`src/rtl/vsa_mem_responder_if.sv`:
```
// vsa_mem_responder_if: CPU fetch/data bus and loader bus between the VSA core side and the memory responder
interface vsa_mem_responder_if #(
    parameter int IW = 12,
    parameter int DW = 5,
    parameter int AW = 5,
    parameter int CW = 8
);
    logic [AW-1:0] pc;
    logic [IW-1:0] instruction;
    logic [AW-1:0] addr;
    logic [DW-1:0] wdata;
    logic          wr;
    logic [DW-1:0] datain;
    logic          ld_start;
    logic          ld_valid;
    logic          ld_ready;
    logic          ld_sel;
    logic [AW-1:0] ld_addr;
    logic [IW-1:0] ld_data;
    logic          ld_last;
    logic          loading;
    logic [CW-1:0] wr_count;

    modport master (
        output pc, addr, wdata, wr, ld_start, ld_valid, ld_sel, ld_addr, ld_data, ld_last,
        input  instruction, datain, ld_ready, loading, wr_count
    );

    modport slave (
        input  pc, addr, wdata, wr, ld_start, ld_valid, ld_sel, ld_addr, ld_data, ld_last,
        output instruction, datain, ld_ready, loading, wr_count
    );
endinterface

```
`src/rtl/vsa_mem_responder.sv`:
```
// vsa_mem_responder: instruction/data memories for the VSA CPU with a loader port that stalls fetch with bubbles
module vsa_mem_responder #(
    parameter int          IW     = 12,
    parameter int          DW     = 5,
    parameter int          AW     = 5,
    parameter int          CW     = 8,
    parameter logic [11:0] BUBBLE = 12'hC00
) (
    input logic clock,
    input logic reset,
    vsa_mem_responder_if.slave bus
);
    typedef enum logic [1:0] {RUN, LOAD, FLUSH} state_t;

    state_t        state, state_next;
    logic [IW-1:0] imem [2**AW];
    logic [DW-1:0] dmem [2**AW];
    logic          accept;

    // a CPU store owns the single dmem write port, so the loader is held off
    assign bus.ld_ready = (state == LOAD) & ~(bus.ld_sel & bus.wr);
    assign accept       = bus.ld_valid & bus.ld_ready;
    assign bus.loading  = state != RUN;
    assign bus.datain   = dmem[bus.addr];

    always_comb begin
        state_next = state;
        if (state == RUN)
            state_next = bus.ld_start ? LOAD : RUN;
        else if (state == LOAD)
            state_next = (accept & bus.ld_last) ? FLUSH : LOAD;
        else
            state_next = RUN;
    end

    always_ff @(posedge clock) begin
        if (reset) begin
            state           <= RUN;
            bus.instruction <= '0;
            bus.wr_count    <= '0;
            for (int i = 0; i < 2**AW; i++) begin
                imem[i] <= '0;
                dmem[i] <= '0;
            end
        end else begin
            state           <= state_next;
            bus.instruction <= (state == RUN) ? imem[bus.pc] : IW'(BUBBLE);
            if (bus.wr)
                dmem[bus.addr] <= bus.wdata;
            if (accept & bus.ld_sel)
                dmem[bus.ld_addr] <= bus.ld_data[DW-1:0];
            if (accept & ~bus.ld_sel)
                imem[bus.ld_addr] <= bus.ld_data;
            if (bus.wr & ~&bus.wr_count)
                bus.wr_count <= bus.wr_count + CW'(1);
        end
    end
endmodule
```
`src/flat_wrapper.sv`:
```
// flat-port wrapper written by rule: the top's interface ports become plain ports
module vsa_mem_responder_flat 
#(
    parameter int          IW     = 12,
    parameter int          DW     = 5,
    parameter int          AW     = 5,
    parameter int          CW     = 8,
    parameter logic [11:0] BUBBLE = 12'hC00
)
  (clock, reset, bus_pc, bus_addr, bus_wdata, bus_wr, bus_ld_start, bus_ld_valid, bus_ld_sel, bus_ld_addr, bus_ld_data, bus_ld_last, bus_instruction, bus_datain, bus_ld_ready, bus_loading, bus_wr_count);
  vsa_mem_responder_if #(.IW(IW), .DW(DW), .AW(AW), .CW(CW)) bus_i ();
  input logic clock;
  input logic reset;
  input wire logic [$bits(bus_i.pc)-1:0] bus_pc;
  input wire logic [$bits(bus_i.addr)-1:0] bus_addr;
  input wire logic [$bits(bus_i.wdata)-1:0] bus_wdata;
  input wire logic [$bits(bus_i.wr)-1:0] bus_wr;
  input wire logic [$bits(bus_i.ld_start)-1:0] bus_ld_start;
  input wire logic [$bits(bus_i.ld_valid)-1:0] bus_ld_valid;
  input wire logic [$bits(bus_i.ld_sel)-1:0] bus_ld_sel;
  input wire logic [$bits(bus_i.ld_addr)-1:0] bus_ld_addr;
  input wire logic [$bits(bus_i.ld_data)-1:0] bus_ld_data;
  input wire logic [$bits(bus_i.ld_last)-1:0] bus_ld_last;
  output wire logic [$bits(bus_i.instruction)-1:0] bus_instruction;
  output wire logic [$bits(bus_i.datain)-1:0] bus_datain;
  output wire logic [$bits(bus_i.ld_ready)-1:0] bus_ld_ready;
  output wire logic [$bits(bus_i.loading)-1:0] bus_loading;
  output wire logic [$bits(bus_i.wr_count)-1:0] bus_wr_count;
  assign bus_i.pc = bus_pc;
  assign bus_i.addr = bus_addr;
  assign bus_i.wdata = bus_wdata;
  assign bus_i.wr = bus_wr;
  assign bus_i.ld_start = bus_ld_start;
  assign bus_i.ld_valid = bus_ld_valid;
  assign bus_i.ld_sel = bus_ld_sel;
  assign bus_i.ld_addr = bus_ld_addr;
  assign bus_i.ld_data = bus_ld_data;
  assign bus_i.ld_last = bus_ld_last;
  assign bus_instruction = bus_i.instruction;
  assign bus_datain = bus_i.datain;
  assign bus_ld_ready = bus_i.ld_ready;
  assign bus_loading = bus_i.loading;
  assign bus_wr_count = bus_i.wr_count;
  vsa_mem_responder #(.IW(IW), .DW(DW), .AW(AW), .CW(CW), .BUBBLE(BUBBLE)) u_core (.clock(clock), .reset(reset), .bus(bus_i));
endmodule
```
`config.mk`:
```
export PLATFORM = sky130hd
export DESIGN_NAME = vsa_mem_responder_flat
export DESIGN_NICKNAME = d
export VERILOG_FILES = /design/src/rtl/vsa_mem_responder_if.sv /design/src/rtl/vsa_mem_responder.sv /design/src/flat_wrapper.sv
export SDC_FILE = /design/constraint.sdc
export NUM_CORES = 1
export LEC_CHECK = 0
export BUFFER_PORTS_ARGS = -buffer_cell sky130_fd_sc_hd__buf_2
export CAP_MARGIN = 5
export CORE_ASPECT_RATIO = 0.7
export CORE_MARGIN = 1
export CORE_UTILIZATION = 25
export CTS_CLUSTER_DIAMETER = 80
export DETAILED_ROUTE_END_ITERATION = 6
export GPL_TIMING_DRIVEN = 0
export REMOVE_ABC_BUFFERS = 1
export SYNTH_ARGS = -nofsm -noshare
export SYNTH_HDL_FRONTEND = slang
export SYNTH_SLANG_ARGS = --single-unit
```
`constraint.sdc`:
```
create_clock -name clock -period 2.29 [get_ports clock]
set_input_delay 0.1145 -clock clock [delete_from_list [all_inputs] [get_ports clock]]
set_output_delay 0.1145 -clock clock [all_outputs]
set_load 0.05 [all_outputs]
```
; Word-level counts from Yosys, hierarchy flattened
; Memory sizes are Yosys's and may differ from the RTL's.
; Cells that the tools add are included.
[word_totals]
reg_bits = 22
mem_bits_rw = 544
inputBits = 39
out_inout_bits = 27
memories = 2
[op_classes]
n_addsub = 1
eq_ne = 1
muxes = 25
bitwise_logic = 10
n_reduce_logical = 8
[mem_list]
columns = name, depth, width, read_ports, rd_ports_with_merged_regs, write_ports, line
row1 = u_core.imem, 32, 12, 1, 0, 32, vsa_mem_responder.sv:16  ; logic [IW-1:0] imem [2**AW];
row2 = u_core.dmem, 32, 5, 1, 0, 32, vsa_mem_responder.sv:17  ; logic [DW-1:0] dmem [2**AW];
[ops]
columns = operator, count
row1 = $mux 5, 5
row2 = $mux 12, 2
row3 = $mux 1, 15
row4 = $reduce_or 12->1, 1
row5 = $reduce_or 5->1, 2
row6 = $add 8x1->8 const B, 1
row7 = $reduce_and 8->1, 1
row8 = $and 1x1->1, 7
row9 = $mux 2, 3
row10 = $not 1->1, 3
row11 = $eq 2x1->1 const B, 1
row12 = $logic_not 2->1, 1
row13 = $reduce_bool 2->1, 1
row14 = $reduce_or 2->1, 1
row15 = $logic_not 1->1, 1

; Logic depth before layout (Yosys ltp)
[depth]
depth_word = 10
depth_mapped = 9
mapped_depth_nobuf = 6

; Worst setup path after synthesis
; No wires, ideal clock.
[synth_timing]
path_type = input -> output
startpoint = input bus_addr[1]
endpoint = output bus_datain[4]
arrival_ps = 1862
path_slack_ps = 313
path_stages = 5
n_path_buf = 2
path_cell_list = clkbuf_1 > clkbuf_1 > mux4_2 > mux4_2 > mux2_2
[synth_via]
elab_chain_cells = 1
[synth_rtl]
columns = element, line
row1 = from (decl), flat_wrapper.sv:15  ; input wire logic [$bits(bus_i.addr)-1:0] bus_addr;
row2 = $mem_v2 32x5, n/a
row3 = to (decl), flat_wrapper.sv:25  ; output wire logic [$bits(bus_i.datain)-1:0] bus_datain;
; Every way passes these cells.

; Final worst setup path
[layout_timing]
startpoint = memory u_core.dmem[15][2]
endpoint = output bus_datain[2]
[layout_via]
elab_chain_cells = 1
[layout_rtl]
columns = element, line
row1 = from (decl), vsa_mem_responder.sv:17
row2 = $mem_v2 32x5, n/a
; Every way passes these cells.

==> impl_metrics.tcl <==
set metrics [dict create \
    power-per-cell-area_nw_per_um2 755.9 \
    drc 0 \
    synth_flop_cell "edfxtp_1" \
    finalHoldViolations 0 \
    synthesis.yosys.warnings 0 \
    drt_iter0_drc 1594 \
    n_fill_cell 9980 \
    cp-end-kind "primary output" \
    syn_area_um2 25980 \
    ys_seq_area_share_pct 64.58 \
    reg2reg_depth 7 \
    violations "negative setup slack" \
    r2r_end "u_core.dmem[7][1]" \
    slew-limit-headroom_pct 13.80 \
    grt-ovfl-total 0 \
    cp_max_fo 1 \
    cts_root_buffer "clkbuf_16" \
    hp-start "reset" \
    crit_required_ns 2.18 \
    fin_crit_sh_pct 115.3 \
    start_kind "register" \
    ir_drop_mv 0.7205 \
    setup_violations 5 \
    dp_cells 3054 \
    yosys.area.top_type_share_pct 62.88 \
    io_pins 66 \
    setup_tns_ns -1.639 \
    initial_utilization_pct 25.34 \
    async_flop_share_pct 0 \
    cts_buffers 59 \
    nNetsFinal 1873 \
    reg2reg_slack_ns 0.01 \
    p_leak_nw 10.90 \
    skew_ns 0.02793 \
    rsz0062_at_grt "yes" \
    hpwl_mm 44.50 \
    gp_congestion 0.8654 \
    syn_to_final_growth_pct 18.91 \
    rr_startpoint "u_core.state[1]" \
    syn_area_per_cell_um2 14.60 \
    synth_cells 1779 \
    clk_path_buf_depth 3 \
    grt_first_pass_wirelength_mm 102.0 \
    crit_arrival_ns 2.52 \
    clkLatencyLatePin_ns 0.64 \
    die_area_um2 105200 \
    ys_ff_latch 566 \
    viasPerCell 4.794 \
    final_cell_count_no_fill 3236 \
    synth-edff-count 544 \
    min_path_cells 2 \
    final.min_clock_period_ns 2.639 \
    fin_ws_ns -0.3493 \
    grt_use_total_pct 12.91 \
    max-cap-violations 0 \
    wl_mm 70.44 \
    die-height_um 271.7 \
    min_to "u_core.state[0]" \
    cts_tree "built" \
    wl_per_cell_um 21.77 \
    first_pass_iters 5 \
    ctsHtreeMaxLevel 2 \
    antenna_found_initial 5 \
    clkSlewWorstSetupHoldPaths_ns 0.06 \
    final_max_slew_viol_count 0 \
    critPathKind "register to primary output" \
    synthTopCellsByArea "edfxtp_1 (63%), mux4_2 (12%), and2_1 (9.3%), nor2_1 (3.6%), dfxtp_1 (1.7%)" \
    grt_pass1_vias 15010 \
    num_rows 98 \
    synth_cell_types 49 \
    max_freq_mhz 378.9 \
    die_w_um 387.3 \
    grt_max_degree 65 \
    drive_gt1_share_pct 27.72 \
    hp-class "input port to register" \
    worst-slew-pin-transition_ns 1.280 \
    detail-route-antenna-nets 0 \
    core_area_um2 102500 \
    num_vias 15510 \
    cts.sinks 566 \
    io_buffer_count 65 \
    yosysTopAreaCell "edfxtp_1" \
    outcome "finished with violations" \
]
critical path: stages, from the launching register on:
cell	delay (ns)
edfxtp_1	0.38
mux4_2	0.54
mux4_2	0.54
mux2_2	0.30
buf_6	0.15
cell usage after synthesis (6+ instances only):
library cell	n
buf_1	7
a22oi_1	8
a211oi_1	13
nor2b_1	7
nand3_1	6
nor2_1	246
and2_1	387
mux2i_1	23
buf_4	7
edfxtp_1	544
buf_2	34
or2_2	32
o21ai_0	15
mux2_2	21
dfxtp_1	22
mux4_2	142
clkbuf_1	99
nand2b_1	37
nand2_1	21
nor3_1	11
a22o_1	17
a21oi_1	22
kinds of logic (layout without fill, tap and decap cells):
kind of cell             Yosys count  after routing  share of synthesized area (%)
other                              0              3                              0
buffers and inverters            153            249                          2.533
multiplexers                     186            186                          14.11
XOR/XNOR                           6              6                         0.2023
flip-flops                       566            566                          64.58
AND/OR/NAND/NOR                  771            779                          16.03
adder cells (fa/ha/maj)            1              1                        0.04816
AO/OA/AOI/OAI                     96             96                          2.500
per-stage QoR:
step / instance area [um2] / hold WS (ns) / setup slack (ns) / utilization [%] / power (W)
2_1_floorplan: 25330 / 0.1836 / -0.4199 / - / 0.01290
3_3_place_gp: 27350 / 0.3900 / -3.029 / 26.68 / 0.01370
3_5_place_dp: 27670 / 0.4227 / -1.582 / 26.99 / 0.01379
4_1_cts: 30570 / 0.0005260 / -0.3758 / 29.82 / 0.02342
5_1_grt: 30890 / 0.04645 / -0.3957 / 30.13 / 0.02396
6_report: 30890 / 0.02436 / -0.3493 / 30.13 / 0.02335
power by group:
| group | switching, W | internal, W | total (W) | leakage (nW) |
|---|---|---|---|---|
| logic | 0.00122 | 0.000706 | 0.00193 | 4.16 |
| clock network | 0.00417 | 0.00546 | 0.00963 | 0.952 |
| registers | 0.000110 | 0.0117 | 0.0118 | 5.79 |
how the worst max path moves through the flow:
stage	start	endpoint	slack, ns	depth (start not counted)
6_report	u_core.dmem[15][2]	bus_datain[2]	-0.35	4
5_1_grt	u_core.dmem[15][2]	bus_datain[2]	-0.40	4
4_1_cts	u_core.dmem[14][2]	bus_datain[2]	-0.38	4
3_5_place_dp	reset	u_core.imem[6][4]	-1.58	7
3_3_place_gp	reset	u_core.dmem[8][3]	-3.03	5
2_1_floorplan	u_core.state[1]	u_core.dmem[0][0]	-0.42	4
state kept, by name (all words and copies together) (netlist names):
name and cells:
u_core.dmem 160, u_core.imem 384, u_core.bus.instruction 12, u_core.state 2, u_core.bus.wr_count 8
per-layer routing:
| layer | wire [um] | part of all wire, % | track usage, % | vias to the layer above |
|---|---|---|---|---|
| met2 | 32210 | 46 | 20.29 | 706 |
| li1 | - | - | - | 6648 |
| met1 | 31380 | 45 | 18.52 | 8042 |
| met3 | 5334 | 7.6 | 2.149 | 115 |
| met5 | 13 | 0.018 | 0 | - |
| met4 | 1504 | 2.1 | 3.102 | 2 |
cell type report:
cell class	instances	area, um2	area share (%)
timing repair buffer	134	1186	3.840
clock inverter	37	375.4	1.215
multi-input combinational	1068	9266	30.00
sequential	566	16780	54.31
clock buffer	74	1573	5.092
inverter	4	15.01	0.04861
antenna	3	7.507	0.02430
tap	1350	1689	5.468
placed cells by master, fill, tap and decap left out, drive strengths merged, types with 6 or more instances in the layout:
cell type / synthesis / layout
edfxtp: 544 / 544
a211oi: 13 / 13
a21oi: 22 / 22
nand3: 6 / 6
nor3: 11 / 11
and2: 387 / 387
dfxtp: 22 / 22
clkbuf: 99 / 74
clkinv: 0 / 27
mux4: 142 / 142
mux2i: 23 / 23
nand2: 21 / 21
or2: 32 / 40
nor2: 246 / 246
nor2b: 7 / 7
mux2: 21 / 21
a22o: 17 / 17
o21ai: 16 / 16
a22oi: 8 / 8
dlygate4sd3: 0 / 6
buf: 50 / 128
nand2b: 37 / 37
timing repair:
item / 4_1_cts / 5_1_grt
resized for setup: 147 / 33
buffers inserted: 37 / 17
gates cloned: 3 / 5
hold buffers: 6 / 0
endpoints found under the hold margin: 10 / 0
pin swaps: 33 / 8
endpoints found under the setup margin: 1093 / 201
Note: power is estimated with default switching activity, not from simulation.
